==> config.mk <==
export PLATFORM = sky130hd
export DESIGN_NAME = code_phase_search
export DESIGN_NICKNAME = d
export VERILOG_FILES = /design/src/rtl/gps_pkg.sv /design/src/rtl/dump_sync.sv /design/src/rtl/code_phase_search.sv
export SDC_FILE = /design/constraint.sdc
export NUM_CORES = 1
export LEC_CHECK = 0
export ABC_AREA = 1
export CAP_MARGIN = 20
export CORE_AREA = 3 3 95 187
export CTS_BUF_LIST = sky130_fd_sc_hd__clkbuf_8
export DETAILED_ROUTE_END_ITERATION = 12
export DIE_AREA = 0 0 98 190
export MAX_ROUTING_LAYER = met4
export PLACE_DENSITY_LB_ADDON = 0.15
export SETUP_SLACK_MARGIN = 0.1
export SYNTH_ARGS = -nofsm -noshare
export SYNTH_HDL_FRONTEND = slang
export SYNTH_SLANG_ARGS = --single-unit
==> constraint.sdc <==
create_clock -name CLK_16M -period 6.2 [get_ports CLK_16M]
set_input_delay 1.24 -clock CLK_16M [delete_from_list [all_inputs] [get_ports CLK_16M]]
set_output_delay 1.24 -clock CLK_16M [all_outputs]
set_load 0.005 [all_outputs]
==> src/rtl/gps_pkg.sv <==
// Shared GPS channel types: code length, phase type, and
// the acquisition search FSM state encoding.
package gps_pkg;

    localparam int CHIPS_PER_CODE = 1023;

    typedef logic [9:0] phase_t;

    localparam phase_t LAST_PHASE = 10'd1022;

    typedef enum logic [2:0] {
        S_IDLE,
        S_SETTLE,
        S_MEASURE,
        S_EVAL,
        S_DONE
    } search_state_t;

    // |k| of a two's complement dump; -2^31 folds to 2^31-1
    function automatic logic [31:0] dump_mag(
        input logic [31:0] k
    );
        logic [31:0] neg;
        neg = ~k + 32'd1;
        if (k == 32'h8000_0000) begin
            return 32'h7FFF_FFFF;
        end
        return k[31] ? neg : k;
    endfunction

endpackage

==> src/rtl/dump_sync.sv <==
// Two-flop synchronizer plus rising-edge detector for the
// correlator dump epoch. Ports: CLK_16M, rst (async low),
// clk_10k (async level in), dump_pulse (1-cycle out).
module dump_sync (
    input  logic CLK_16M,
    input  logic rst,
    input  logic clk_10k,
    output logic dump_pulse
);

    logic s1_q;
    logic s2_q;
    logic s3_q;

    always_ff @(posedge CLK_16M or negedge rst) begin
        if (!rst) begin
            s1_q <= 1'b0;
            s2_q <= 1'b0;
            s3_q <= 1'b0;
        end else begin
            s1_q <= clk_10k;
            s2_q <= s1_q;
            s3_q <= s2_q;
        end
    end

    assign dump_pulse = s2_q & ~s3_q;

endmodule

==> src/rtl/code_phase_search.sv <==
// Serial C/A code-phase acquisition: sweeps 1023 phases,
// integrates |koef| per phase, reports best phase/energy.
// Ports: CLK_16M, rst (async low), clk_10k, koef, start in;
// Phase, busy, done, locked, best_phase, best_mag out.
module code_phase_search
    import gps_pkg::*;
#(
    parameter int          SETTLE_DUMPS = 1,
    parameter int          DWELL_DUMPS  = 4,
    parameter logic [31:0] THRESHOLD    = 32'd4000
) (
    input  logic        CLK_16M,
    input  logic        rst,
    input  logic        clk_10k,
    input  logic [31:0] koef,
    input  logic        start,
    output logic [9:0]  Phase,
    output logic        busy,
    output logic        done,
    output logic        locked,
    output logic [9:0]  best_phase,
    output logic [31:0] best_mag
);

    localparam int CNT_W = 8;

    localparam logic [CNT_W-1:0] SETTLE_LAST =
        CNT_W'((SETTLE_DUMPS > 0) ? SETTLE_DUMPS - 1 : 0);
    localparam logic [CNT_W-1:0] DWELL_LAST =
        CNT_W'((DWELL_DUMPS > 0) ? DWELL_DUMPS - 1 : 0);

    search_state_t state_q, state_d;
    phase_t        phase_q, phase_d;
    phase_t        bphase_q, bphase_d;
    logic [CNT_W-1:0] cnt_q, cnt_d;
    logic [31:0]   acc_q, acc_d;
    logic [31:0]   bmag_q, bmag_d;
    logic          locked_q, locked_d;

    logic          dump_pulse;
    logic [31:0]   mag;
    logic [32:0]   sum;
    logic [31:0]   acc_sat;
    logic [31:0]   new_best;

    dump_sync u_sync (
        .CLK_16M    (CLK_16M),
        .rst        (rst),
        .clk_10k    (clk_10k),
        .dump_pulse (dump_pulse)
    );

    assign mag      = dump_mag(koef);
    assign sum      = {1'b0, acc_q} + {1'b0, mag};
    assign acc_sat  = sum[32] ? 32'hFFFF_FFFF : sum[31:0];
    // strict compare keeps the earlier phase on a tie
    assign new_best = (acc_q > bmag_q) ? acc_q : bmag_q;

    always_comb begin
        state_d  = state_q;
        phase_d  = phase_q;
        bphase_d = bphase_q;
        cnt_d    = cnt_q;
        acc_d    = acc_q;
        bmag_d   = bmag_q;
        locked_d = locked_q;
        unique case (state_q)
            S_IDLE: begin
                if (start) begin
                    phase_d  = '0;
                    bphase_d = '0;
                    bmag_d   = '0;
                    locked_d = 1'b0;
                    cnt_d    = '0;
                    state_d  = S_SETTLE;
                end
            end
            S_SETTLE: begin
                if (SETTLE_DUMPS == 0) begin
                    cnt_d   = '0;
                    acc_d   = '0;
                    state_d = S_MEASURE;
                end else if (dump_pulse) begin
                    if (cnt_q == SETTLE_LAST) begin
                        cnt_d   = '0;
                        acc_d   = '0;
                        state_d = S_MEASURE;
                    end else begin
                        cnt_d = cnt_q + 1'b1;
                    end
                end
            end
            S_MEASURE: begin
                if (dump_pulse) begin
                    acc_d = acc_sat;
                    if (cnt_q == DWELL_LAST) begin
                        cnt_d   = '0;
                        state_d = S_EVAL;
                    end else begin
                        cnt_d = cnt_q + 1'b1;
                    end
                end
            end
            S_EVAL: begin
                if (acc_q > bmag_q) begin
                    bmag_d   = acc_q;
                    bphase_d = phase_q;
                end
                if (phase_q == LAST_PHASE) begin
                    // settle lock here so it is valid with done
                    locked_d = (new_best >= THRESHOLD);
                    state_d  = S_DONE;
                end else begin
                    phase_d = phase_q + 10'd1;
                    cnt_d   = '0;
                    state_d = S_SETTLE;
                end
            end
            S_DONE: begin
                locked_d = (bmag_q >= THRESHOLD);
                state_d  = S_IDLE;
            end
            default: begin
                state_d = S_IDLE;
            end
        endcase
    end

    always_ff @(posedge CLK_16M or negedge rst) begin
        if (!rst) begin
            state_q  <= S_IDLE;
            phase_q  <= '0;
            bphase_q <= '0;
            cnt_q    <= '0;
            acc_q    <= '0;
            bmag_q   <= '0;
            locked_q <= 1'b0;
        end else begin
            state_q  <= state_d;
            phase_q  <= phase_d;
            bphase_q <= bphase_d;
            cnt_q    <= cnt_d;
            acc_q    <= acc_d;
            bmag_q   <= bmag_d;
            locked_q <= locked_d;
        end
    end

    assign Phase      = phase_q;
    assign busy       = (state_q != S_IDLE);
    assign done       = (state_q == S_DONE);
    assign locked     = locked_q;
    assign best_phase = bphase_q;
    assign best_mag   = bmag_q;

endmodule

==> results.json <==
{
  "crit_required_ns": 6.49,
  "gp_congestion": 0.912,
  "post-route-cell-area_um2": 9430,
  "tightestPinTransition_ns": 1.04,
  "min_to": "u_sync.s2_q$_DFF_PN0_",
  "synth_cell_type_count": 52,
  "wl_mm": 22.1,
  "hold_depth": 0,
  "final_cell_mix": "nand2_1, inv_1, nor2_1, dfrtp_1, clkdlybuf4s50_1",
  "ctsHoldBuffers": 0,
  "worstSetupPathType": "input port to flip-flop",
  "numCtsBuffers": 9,
  "initial_core_util": 0.496,
  "fin_cells": 1455,
  "wl_per_cell_um": 15.2,
  "clock_tree.root_cell": "clkbuf_8",
  "fin_ws_ns": 0.955,
  "vias": 7894,
  "startpoint": "koef[4]",
  "grt_max_degree": 59,
  "synth-simple-area-share": 0.280,
  "clock_path_buffers": 2,
  "fin_skew_ns": 0.0102,
  "layout-drive-gt1-share": 0.0480,
  "setup.worst_path.end_class": "flip-flop",
  "synth_nets": 1272,
  "antennaDiodeCount": 0,
  "synth-seq-cells": 99,
  "yosysWarnings": 0,
  "reg2reg_to": "locked$_DFFE_PN0P_",
  "outcome": "completed",
  "fillCellCount": 1644,
  "postPlaceCellArea_um2": 9220,
  "power_density_nw_per_um2": 476,
  "htree_levels": 3,
  "overflow": 0,
  "finalSetupTns_ns": 0,
  "max_freq_ghz": 0.191,
  "die_w_um": 98,
  "rows": 66,
  "max_cap_viol_count": 0,
  "drt_iter0_markers": 290,
  "synth_compound_area_frac": 0.184,
  "hold_violations": 0,
  "cp_max_fo": 23,
  "dieArea_um2": 18600,
  "post_cts.repair.setup_buffers": 0,
  "reg2reg_slack_ns": 2.58,
  "synth_top_family_by_area": "simple AND/OR/NAND/NOR gates",
  "hpwlAfterDp_mm": 18.4,
  "io_buffers": 90,
  "area_delta_synth_final_pct": 15.6,
  "post-route-min-period_ns": 5.24,
  "synthCells": 1166,
  "relSlewSlack": 0.306,
  "regArea_um2": 2480,
  "critPathLaunchType": "input port",
  "cp.arrival_ns": 5.54,
  "cts.clk_slew.worst_paths_ns": 0.09,
  "final_common_cell": "nand2_1",
  "nets": 1353,
  "netlist_area_um2": 8160,
  "ys_async_sr_fraction": 1.00,
  "clk_latency_ns": 0.37,
  "dr.pass1.iters": 4,
  "ys_seq_area_frac": 0.304,
  "antenna_found_initial": 0,
  "holdCritStartpoint": "u_sync.s1_q$_DFF_PN0_",
  "worstRegToRegCells": 17,
  "synth-xor-area-share": 0.0344,
  "coreArea_um2": 16400,
  "viasPerCell": 5.43,
  "rsz0062_at_grt": "false",
  "ctsResizeCount": 0,
  "remaining_drc_errors": 0,
  "post-place-ws_ns": 0.661,
  "fin_util": 0.574,
  "synth-edff-count": 0,
  "setup_viol": 0,
  "peakVddDrop_mv": 0.182,
  "synthAdderAreaFrac": 0.108,
  "syn_area_per_cell_um2": 7.00,
  "cts_tree": "yes",
  "fin_crit_sh": 0.846,
  "io_pins": 91,
  "fp.dieH_um": 190,
  "grt_pass1_vias": 7859,
  "numPlacedInstances": 1440,
  "multi_input_area_um2": 4950,
  "leakage_nw": 4.47,
  "grt_pass1_wl_mm": 36.7,
  "worstReg2RegStart": "best_mag[7]$_DFFE_PN0P_",
  "ant_nets": 0,
  "ys.flop_type": "dfrtp_1",
  "synthMuxAreaShare": 0,
  "cts.sinks": 99,
  "grt_usage": 0.246,
  "min_path_type": "flip-flop to flip-flop",
  "drv_slew": 0
}
power breakdown:
part           total (mW)  internal, mW  leakage, nW  switching, mW
Combinational        3.01          1.13         3.04           1.89
Clock               0.445         0.223        0.110          0.222
Sequential           1.03         0.837         1.32          0.193
synth_stat cells (22+ instances only):
| library cell | count | area share |
|---|---|---|
| nand2_1 | 254 | 0.12 |
| inv_1 | 149 | 0.069 |
| nor2_1 | 115 | 0.053 |
| dfrtp_1 | 99 | 0.30 |
| a21oi_1 | 73 | 0.045 |
| ha_1 | 69 | 0.11 |
| o21ai_0 | 56 | 0.034 |
| o21ai_1 | 55 | 0.034 |
| nand3_1 | 52 | 0.032 |
| o22ai_1 | 34 | 0.026 |
| nor3_1 | 25 | 0.015 |
| xor2_1 | 22 | 0.024 |
per-layer routing:
layer	GRT usage	routed length (um)	up-vias
met4	0.101	759	0
met1	0.247	8380	3650
met5	-	0	-
met3	0.0158	457	36
met2	0.481	12500	125
li1	-	-	4083
how the worst max path moves through the flow:
| stage | to |
|---|---|
| final | acc_q[19]$_DFFE_PN0P_ |
| after global routing | acc_q[9]$_DFFE_PN0P_ |
| after CTS | acc_q[19]$_DFFE_PN0P_ |
| after detailed placement | acc_q[0]$_DFFE_PN0P_ |
| after global placement | acc_q[19]$_DFFE_PN0P_ |
| after floorplan | acc_q[19]$_DFFE_PN0P_ |
layout make-up:
type                            instances  share of cell area
Clock buffer                            9              0.0131
Clock inverter                          6             0.00876
Inverter                              159              0.0633
Multi-Input combinational cell        882               0.525
Sequential cell                        99               0.263
Tap cell                              204              0.0271
Timing Repair Buffer                   96               0.100
state kept, by name, summed over array words and instances, names as in the netlist:
name / flops
Phase: 10
acc_q: 32
best_mag: 32
best_phase: 10
cnt_q: 8
locked: 1
state_q: 3
u_sync.s1_q: 1
u_sync.s2_q: 1
u_sync.s3_q: 1
per-stage QoR:
stage               hold WS [ns]  power (mW)
floorplan                  0.331        3.26
global placement           0.337        4.01
detailed placement         0.341        4.05
CTS                        0.363        4.51
global route               0.370        4.98
finish                     0.362        4.49
worst max-delay path: stages:
cell and delay [ns]:
clkdlybuf4s50_1 0.50, nor2_1 0.12, nand4_1 0.15, nor2_1 0.12
nand2_1 0.10, nor3_4 0.16, nand3_2 0.13, nor2_2 0.13
nand3_2 0.11, nor3_4 0.23, nand2_1 0.13, nand2_1 0.10
nor2_1 0.04, nor2_1 0.09, nand2_1 0.06, ha_1 0.34
nand2_1 0.12, nor4_1 0.50, nand3_2 0.14, nand2_1 0.13
a21o_1 0.19, a21oi_4 0.11, inv_2 0.35, o21ai_1 0.13
o21ai_1 0.08
kinds of logic (layout without fill, tap and decap cells):
group           Yosys count  count (layout)
simple gates            516             516
compound gates          264             264
buf+inv                 185             270
flops                    99              99
fa+ha+maj                70              70
xor+xnor                 32              32
Power figures use the tool's default switching activity.
